===== src/rtl/dec_pkg.sv =====
// rtl/dec_pkg.sv - shared state type and hold-counter width helper for priority_decoder_seq
package dec_pkg;

  typedef enum logic {
    IDLE = 1'b0,
    HOLD = 1'b1
  } state_e;

  localparam int CNT_W_MIN = 1;

  // Counter must represent HOLD_CYCLES-1 and never be zero-width.
  function automatic int cnt_width(input int hold_cycles);
    int w;
    w = $clog2(hold_cycles + 1);
    return (w < CNT_W_MIN) ? CNT_W_MIN : w;
  endfunction

endpackage


===== src/rtl/dec_hold_counter.sv =====
// rtl/dec_hold_counter.sv - load / decrement / zero-flag down-counter timing each held one-hot word
module dec_hold_counter
  import dec_pkg::*;
#(
  parameter int HOLD_CYCLES = 1
) (
  input  logic clk,
  input  logic rst_n,
  input  logic load_i,
  input  logic dec_i,
  output logic zero_o
);

  localparam int CNT_W = cnt_width(HOLD_CYCLES);
  localparam logic [CNT_W-1:0] LOAD_VAL = CNT_W'(HOLD_CYCLES - 1);

  logic [CNT_W-1:0] cnt_q;
  logic [CNT_W-1:0] cnt_d;

  // Saturates at zero so it can never wrap.
  always_comb begin
    cnt_d = cnt_q;
    if (load_i) begin
      cnt_d = LOAD_VAL;
    end else if (dec_i && (cnt_q != '0)) begin
      cnt_d = cnt_q - CNT_W'(1);
    end
  end

  always_ff @(posedge clk) begin
    if (!rst_n) begin
      cnt_q <= '0;
    end else begin
      cnt_q <= cnt_d;
    end
  end

  assign zero_o = (cnt_q == '0);

endmodule


===== src/rtl/priority_decoder_seq.sv =====
// rtl/priority_decoder_seq.sv - registered index-to-one-hot decoder with valid/ready input and hold timer
// Optional range check (err port) enabled by macro DEC_RANGE_CHECK_EN.
module priority_decoder_seq
  import dec_pkg::*;
#(
  parameter int IDX_W       = 3,
  parameter int OUT_W       = 8,
  parameter int HOLD_CYCLES = 1
) (
  input  logic             clk,
  input  logic             rst_n,
  input  logic             enable,
  input  logic             in_valid,
  output logic             in_ready,
  input  logic [IDX_W-1:0] idx,
  output logic [OUT_W-1:0] y,
  output logic             y_valid,
  output logic             busy
`ifdef DEC_RANGE_CHECK_EN
  ,
  output logic             err
`endif
);

  state_e           state_q;
  logic [OUT_W-1:0] y_q;
  logic [OUT_W-1:0] y_d;
  logic             y_valid_q;
  logic             busy_q;
  logic             cnt_zero;
  logic             accept;
  logic             drop;

  assign in_ready = enable && ((state_q == IDLE) || cnt_zero);
  assign accept   = in_valid && in_ready;
  // An index past the top output line shifts out to an all-zero word.
  assign y_d      = OUT_W'(1) << idx;

`ifdef DEC_RANGE_CHECK_EN
  logic err_q;

  assign drop = (int'(idx) >= OUT_W);

  always_ff @(posedge clk) begin
    if (!rst_n) begin
      err_q <= 1'b0;
    end else begin
      err_q <= accept && drop;
    end
  end

  assign err = err_q;
`else
  assign drop = 1'b0;
`endif

  dec_hold_counter #(
    .HOLD_CYCLES(HOLD_CYCLES)
  ) u_hold_cnt (
    .clk   (clk),
    .rst_n (rst_n),
    .load_i(accept && !drop),
    .dec_i (state_q == HOLD),
    .zero_o(cnt_zero)
  );

  always_ff @(posedge clk) begin
    if (!rst_n) begin
      state_q   <= IDLE;
      y_q       <= '0;
      y_valid_q <= 1'b0;
      busy_q    <= 1'b0;
    end else if (accept && !drop) begin
      state_q   <= HOLD;
      y_q       <= y_d;
      y_valid_q <= 1'b1;
      busy_q    <= 1'b1;
    end else if (accept || ((state_q == HOLD) && (!enable || cnt_zero))) begin
      state_q   <= IDLE;
      y_q       <= '0;
      y_valid_q <= 1'b0;
      busy_q    <= 1'b0;
    end
  end

  assign y       = y_q;
  assign y_valid = y_valid_q;
  assign busy    = busy_q;

endmodule


===== config.mk =====
export PLATFORM = sky130hd
export DESIGN_NAME = priority_decoder_seq
export DESIGN_NICKNAME = d
export VERILOG_FILES = /design/src/rtl/dec_pkg.sv /design/src/rtl/dec_hold_counter.sv /design/src/rtl/priority_decoder_seq.sv
export SDC_FILE = /design/constraint.sdc
export NUM_CORES = 1
export LEC_CHECK = 0
export BUFFER_PORTS_ARGS = -buffer_cell sky130_fd_sc_hd__clkbuf_2
export CAP_MARGIN = 20
export CORE_AREA = 2 2 39 41
export DETAILED_ROUTE_END_ITERATION = 8
export DIE_AREA = 0 0 41 43
export PLACE_DENSITY = 0.65
export REMOVE_ABC_BUFFERS = 1
export SYNTH_ARGS = -nofsm -noshare
export SYNTH_HDL_FRONTEND = slang
export SYNTH_HIERARCHICAL = 1
export SYNTH_SLANG_ARGS = --single-unit

===== constraint.sdc =====
create_clock -name clk -period 1.31 [get_ports clk]
set_input_delay 0.131 -clock clk [delete_from_list [all_inputs] [get_ports clk]]
set_output_delay 0.131 -clock clk [all_outputs]
set_load 0.1 [all_outputs]

# Yosys cells after proc, flatten, opt, wreduce, memory -nomap -nowiden
# Cells that the tools add are included.
[word_totals]
n_memories = 0
latchBits = 0
regBits = 10
elab_cells = 22
ramBits = 0
mem_bits_ro = 0
output_inout_bits = 11
in_bits = 7
[classes]
reduce_logical = 10
n_div = 0
n_bitwise = 3
shift = 1
n_eq_ne = 0
add_sub_neg = 1
magnitude_cmp = 0
mul = 0
muxes = 4
[ops]
columns = ["cell", "n"]
rows = [
  ["$mux 8", 2],
  ["$shl 1x3->8 const A", 1],
  ["$logic_and 1x1->1", 4],
  ["$logic_or 1x1->1", 3],
  ["$not 1->1", 3],
  ["$mux 1", 2],
  ["$reduce_bool 2->1", 1],
  ["$reduce_or 2->1", 1],
  ["$logic_not 1->1", 1],
  ["$sub 1x1->1 const B", 1],
]

# Longest topological paths before layout
[depth]
word_depth = 7
depth_mapped = 4
mapped_depth_nobuf = 4

# Hierarchy
# The synthesis kept the hierarchy.
[modules_own_cells]
columns = ["mod", "n_inst", "area_each_um2", "seq_area_each_um2", "cells_each"]
rows = [
  ["priority_decoder_seq", 1, 361.6, 180.2, 32],
  ["dec_hold_counter", 1, 36.3, 20.0, 3],
]

# Worst setup path after synthesis
# No wires, ideal clock.
[synth_timing]
path_type = "register -> output"
from = "register state_q"
to = "output in_ready"
arrival_time_ns = 1.741
n_path_buf = 0
required_ns = 1.179
path_stages_with_launch = 3
setup_slack_ns = -0.562
path_cell_list = "dfxtp_1 > nor2b_4 > and2b_2"
[synth_via]
elab_chain_cells = 3
[synth_rtl]
columns = ["item", "line_no", "source"]
rows = [
  ["start: declaration", "priority_decoder_seq.sv:25", "state_e state_q;"],
  ["start signal: assignment", "priority_decoder_seq.sv:69", "state_q <= IDLE;"],
  ["start signal: assignment", "priority_decoder_seq.sv:74", "state_q <= HOLD;"],
  ["start signal: assignment", "priority_decoder_seq.sv:79", "state_q <= IDLE;"],
  ["$not 1->1", "priority_decoder_seq.sv:34", "assign in_ready = enable && ((state_q == IDLE) || cnt_zero);"],
  ["$logic_or 1x1->1", "priority_decoder_seq.sv:34", ""],
  ["$logic_and 1x1->1", "priority_decoder_seq.sv:34", ""],
  ["end: declaration", "priority_decoder_seq.sv:14", "output logic in_ready,"],
]
# No other way between the ends.

# Worst setup path after layout
[layout_timing]
from = "register u_hold_cnt.cnt_q"
to = "output in_ready"
[layout_via]
elab_chain_cells = 3
[layout_rtl]
columns = ["item", "line_no", "source"]
rows = [
  ["start: declaration", "dec_hold_counter.sv:17", "logic [CNT_W-1:0] cnt_q;"],
  ["start signal: assignment", "dec_hold_counter.sv:34", "cnt_q <= cnt_d;"],
  ["$not 1->1", "dec_hold_counter.sv:38", "assign zero_o = (cnt_q == '0);"],
  ["named net cnt_zero", "priority_decoder_seq.sv:30", "logic cnt_zero;"],
  ["$logic_or 1x1->1", "priority_decoder_seq.sv:34", ""],
  ["$logic_and 1x1->1", "priority_decoder_seq.sv:34", ""],
]
# The timed path passes the listed nets, and every way through them passes these cells.

==> results.yml <==
sta:
  finalCritPeriodShare_pct: 95.5
  hold_viol_final: 0
  fin_worst_skew_ps: 1.54
  slew_headroom_pct: 64.4
  rsz0062_at_grt: "no"
  maxSlewViolCount: 0
  worst_slew_pin_slew_ps: 536
  finalHoldWorstSlack_ps: 129
  max_freq_ghz: 0.799
  setup-violations-final: 0
  layout_min_cycle_time_ps: 1250
logic_synthesis:
  syn-mean-instance-area_um2: 11.4
  ys_seq_elements: 10
  syn_inst: 35
  synth.distinct_cells: 17
  synth_warnings: 6
  yosysMostFrequentCell: "dfxtp_1"
  synthFlopType: "dfxtp_1"
  yosysSeqAreaShare_pct: 50.3
  synthesis.area_um2: 398
  synthArstFlopShare_pct: 0
  synth_top_area_cell: "dfxtp_1"
  synth_edf_count: 0
  synth_area_leaders: "dfxtp_1, a32o_1, a22o_1, nor2b_4, and4bb_2"
  ys_top_cells_by_count: "dfxtp_1, a22o_1, a32o_1"
  synth_top_area_share_pct: 50.3
final_layout:
  stdcell_count: 74
  diodes: 0
  nets: 66
  fillers: 136
  drive_gt1_share_pct: 55.2
  area_growth_pct: 55.7
setup_path:
  worstReg2RegEnd: "y[5]$_SDFFE_PN0P_"
  crit_path_top_delay_cell: "dfxtp_2"
  crit_type: "reg -> out"
  reg2reg_depth: 4
  critPathArrivalTime_ps: 1120
  crit_family: "flip-flops"
  critPathLaunchType: "flip-flop"
  r2r_setup_slack_ps: 70
  end_kind: "output pin"
  cp_cell_sequence: "inv_2 -> nor2b_4 -> and2b_2 -> buf_12"
  critical-path-max-stage-delay_ps: 330
  crit_fanout: 2
  critPathBufInv: 2
  critPathRequiredTime_ps: 1180
  reg2reg_from: "state_q$_SDFFE_PN0P_"
floorplanning:
  chipWidth_um: 41
  rows: 14
  ios: 18
  initial_core_util_pct: 28.8
  dieArea_um2: 1760
  die_y_um: 43
  core_um2: 1380
cts:
  clockBufferDepth: 2
  cts_root_buffer: "clkbuf_4"
  htreeDepth: 1
  clkTransAtPathRegs_ps: 60
  cts_tree: "done"
  insertion_delay_ps: 260
  hold_buffers: 0
  numCtsBuffers: 3
  clock_sinks: 10
placed_design:
  gp_congestion: 0.683
  dp_hpwl_um: 604
  placedCellCount: 68
  io_buffers: 17
grt:
  grt_max_degree: 9
  grt_antenna_before_repair: 0
  grt_pass1_wl_um: 1120
  grt_use_total_pct: 9.85
  overflow: 0
  grt_pass1_vias: 308
min_path:
  hold_path_startpoint: "enable"
  min_path_type: "in -> reg"
  holdPathStages: 2
  whs_endpoint: "state_q$_SDFFE_PN0P_"
job:
  drv_cap: 0
power_and_ir_drop:
  ir_drop_uv: 669
  power.density_nw_per_um2: 1160
  p_leak_nw: 0.283
run_status:
  status: "finished clean"
route:
  vias: 354
  routed_wl_um: 790
  drt-initial-drc-count: 8
  drt-pass1-iter-count: 3
  ant_nets: 0
  wl_per_cell_um: 10.7
  via_per_inst: 4.78
  drc: 0
## state kept, by name, summed over array words and instances, names as in the netlist
name / flops
state_q: 1
u_hold_cnt/cnt_q: 1
y: 8
## worst max-delay path by stage
stage	start	end	slack, ps	cells past startpoint
finish	u_hold_cnt/cnt_q$_SDFFE_PP0P_	in_ready	60	4
global route	u_hold_cnt/cnt_q$_SDFFE_PP0P_	in_ready	4	4
CTS	u_hold_cnt/cnt_q$_SDFFE_PP0P_	in_ready	20	4
detailed placement	state_q$_SDFFE_PN0P_	y[5]$_SDFFE_PN0P_	170	3
global placement	state_q$_SDFFE_PN0P_	y[5]$_SDFFE_PN0P_	190	3
floorplan	state_q$_SDFFE_PN0P_	in_ready	-1270	2
## cell type report
cell class | count | area [um^2] | area share [%]
Inverter | 1 | 3.75 | 0.606
Tap cell | 16 | 20.0 | 3.23
Timing Repair Buffer | 20 | 170 | 27.5
Clock buffer | 4 | 36.3 | 5.86
Sequential cell | 10 | 203 | 32.7
Multi-Input combinational cell | 23 | 186 | 30.1
## where the power goes
part | total (mW) | switching, mW | leakage [nW] | internal, mW
registers | 0.312 | 0.00279 | 0.0818 | 0.310
logic | 0.136 | 0.0919 | 0.180 | 0.0437
clock network | 0.267 | 0.0989 | 0.0210 | 0.169
total | 0.715 | 0.194 | 0.283 | 0.522
## cells in the final DEF, fill, tap and decap left out, types with 2 or more instances in the layout
cell,n
buf_4,10
dfxtp_1,8
clkbuf_2,7
a32o_1,4
a22o_1,4
clkbuf_4,3
buf_12,3
nor2_1,2
nor3_1,2
nor2b_1,2
dfxtp_2,2
## routing by layer
layer	global-route usage (%)	vias to the layer above	wire, um
met5	0	-	0
met4	6.00	0	0
met3	6.28	0	52
met2	14.7	12	379
met1	9.68	160	358
li1	-	182	-
## timing repair
action                     CTS  global route
setup endpoints to repair    1             1
resized for setup            1             2
hold endpoints to repair     0             0
buffers inserted             1             1
## per-stage QoR
stage / util [%] / power (mW) / instance area, um^2 / setup WS [ps] / setup TNS (ps)
after floorplan: - / 0.406 / 390 / -1270 / -13560
after global placement: 40.9 / 0.452 / 566 / 193 / 0
after detailed placement: 40.9 / 0.453 / 566 / 174 / 0
after CTS: 44.1 / 0.723 / 611 / 22.8 / 0
after global routing: 44.8 / 0.747 / 619 / 4.24 / 0
final: 44.8 / 0.716 / 619 / 58.3 / 0
## cell families after synthesis
kind of cell           Yosys count  synth area share (%)
AO/OA/AOI/OAI                   10                  24.2
flip-flops                      10                  50.3
AND/OR/NAND/NOR                 13                  22.6
buffers and inverters            2                  2.83
(Power assumes the default switching activity.)
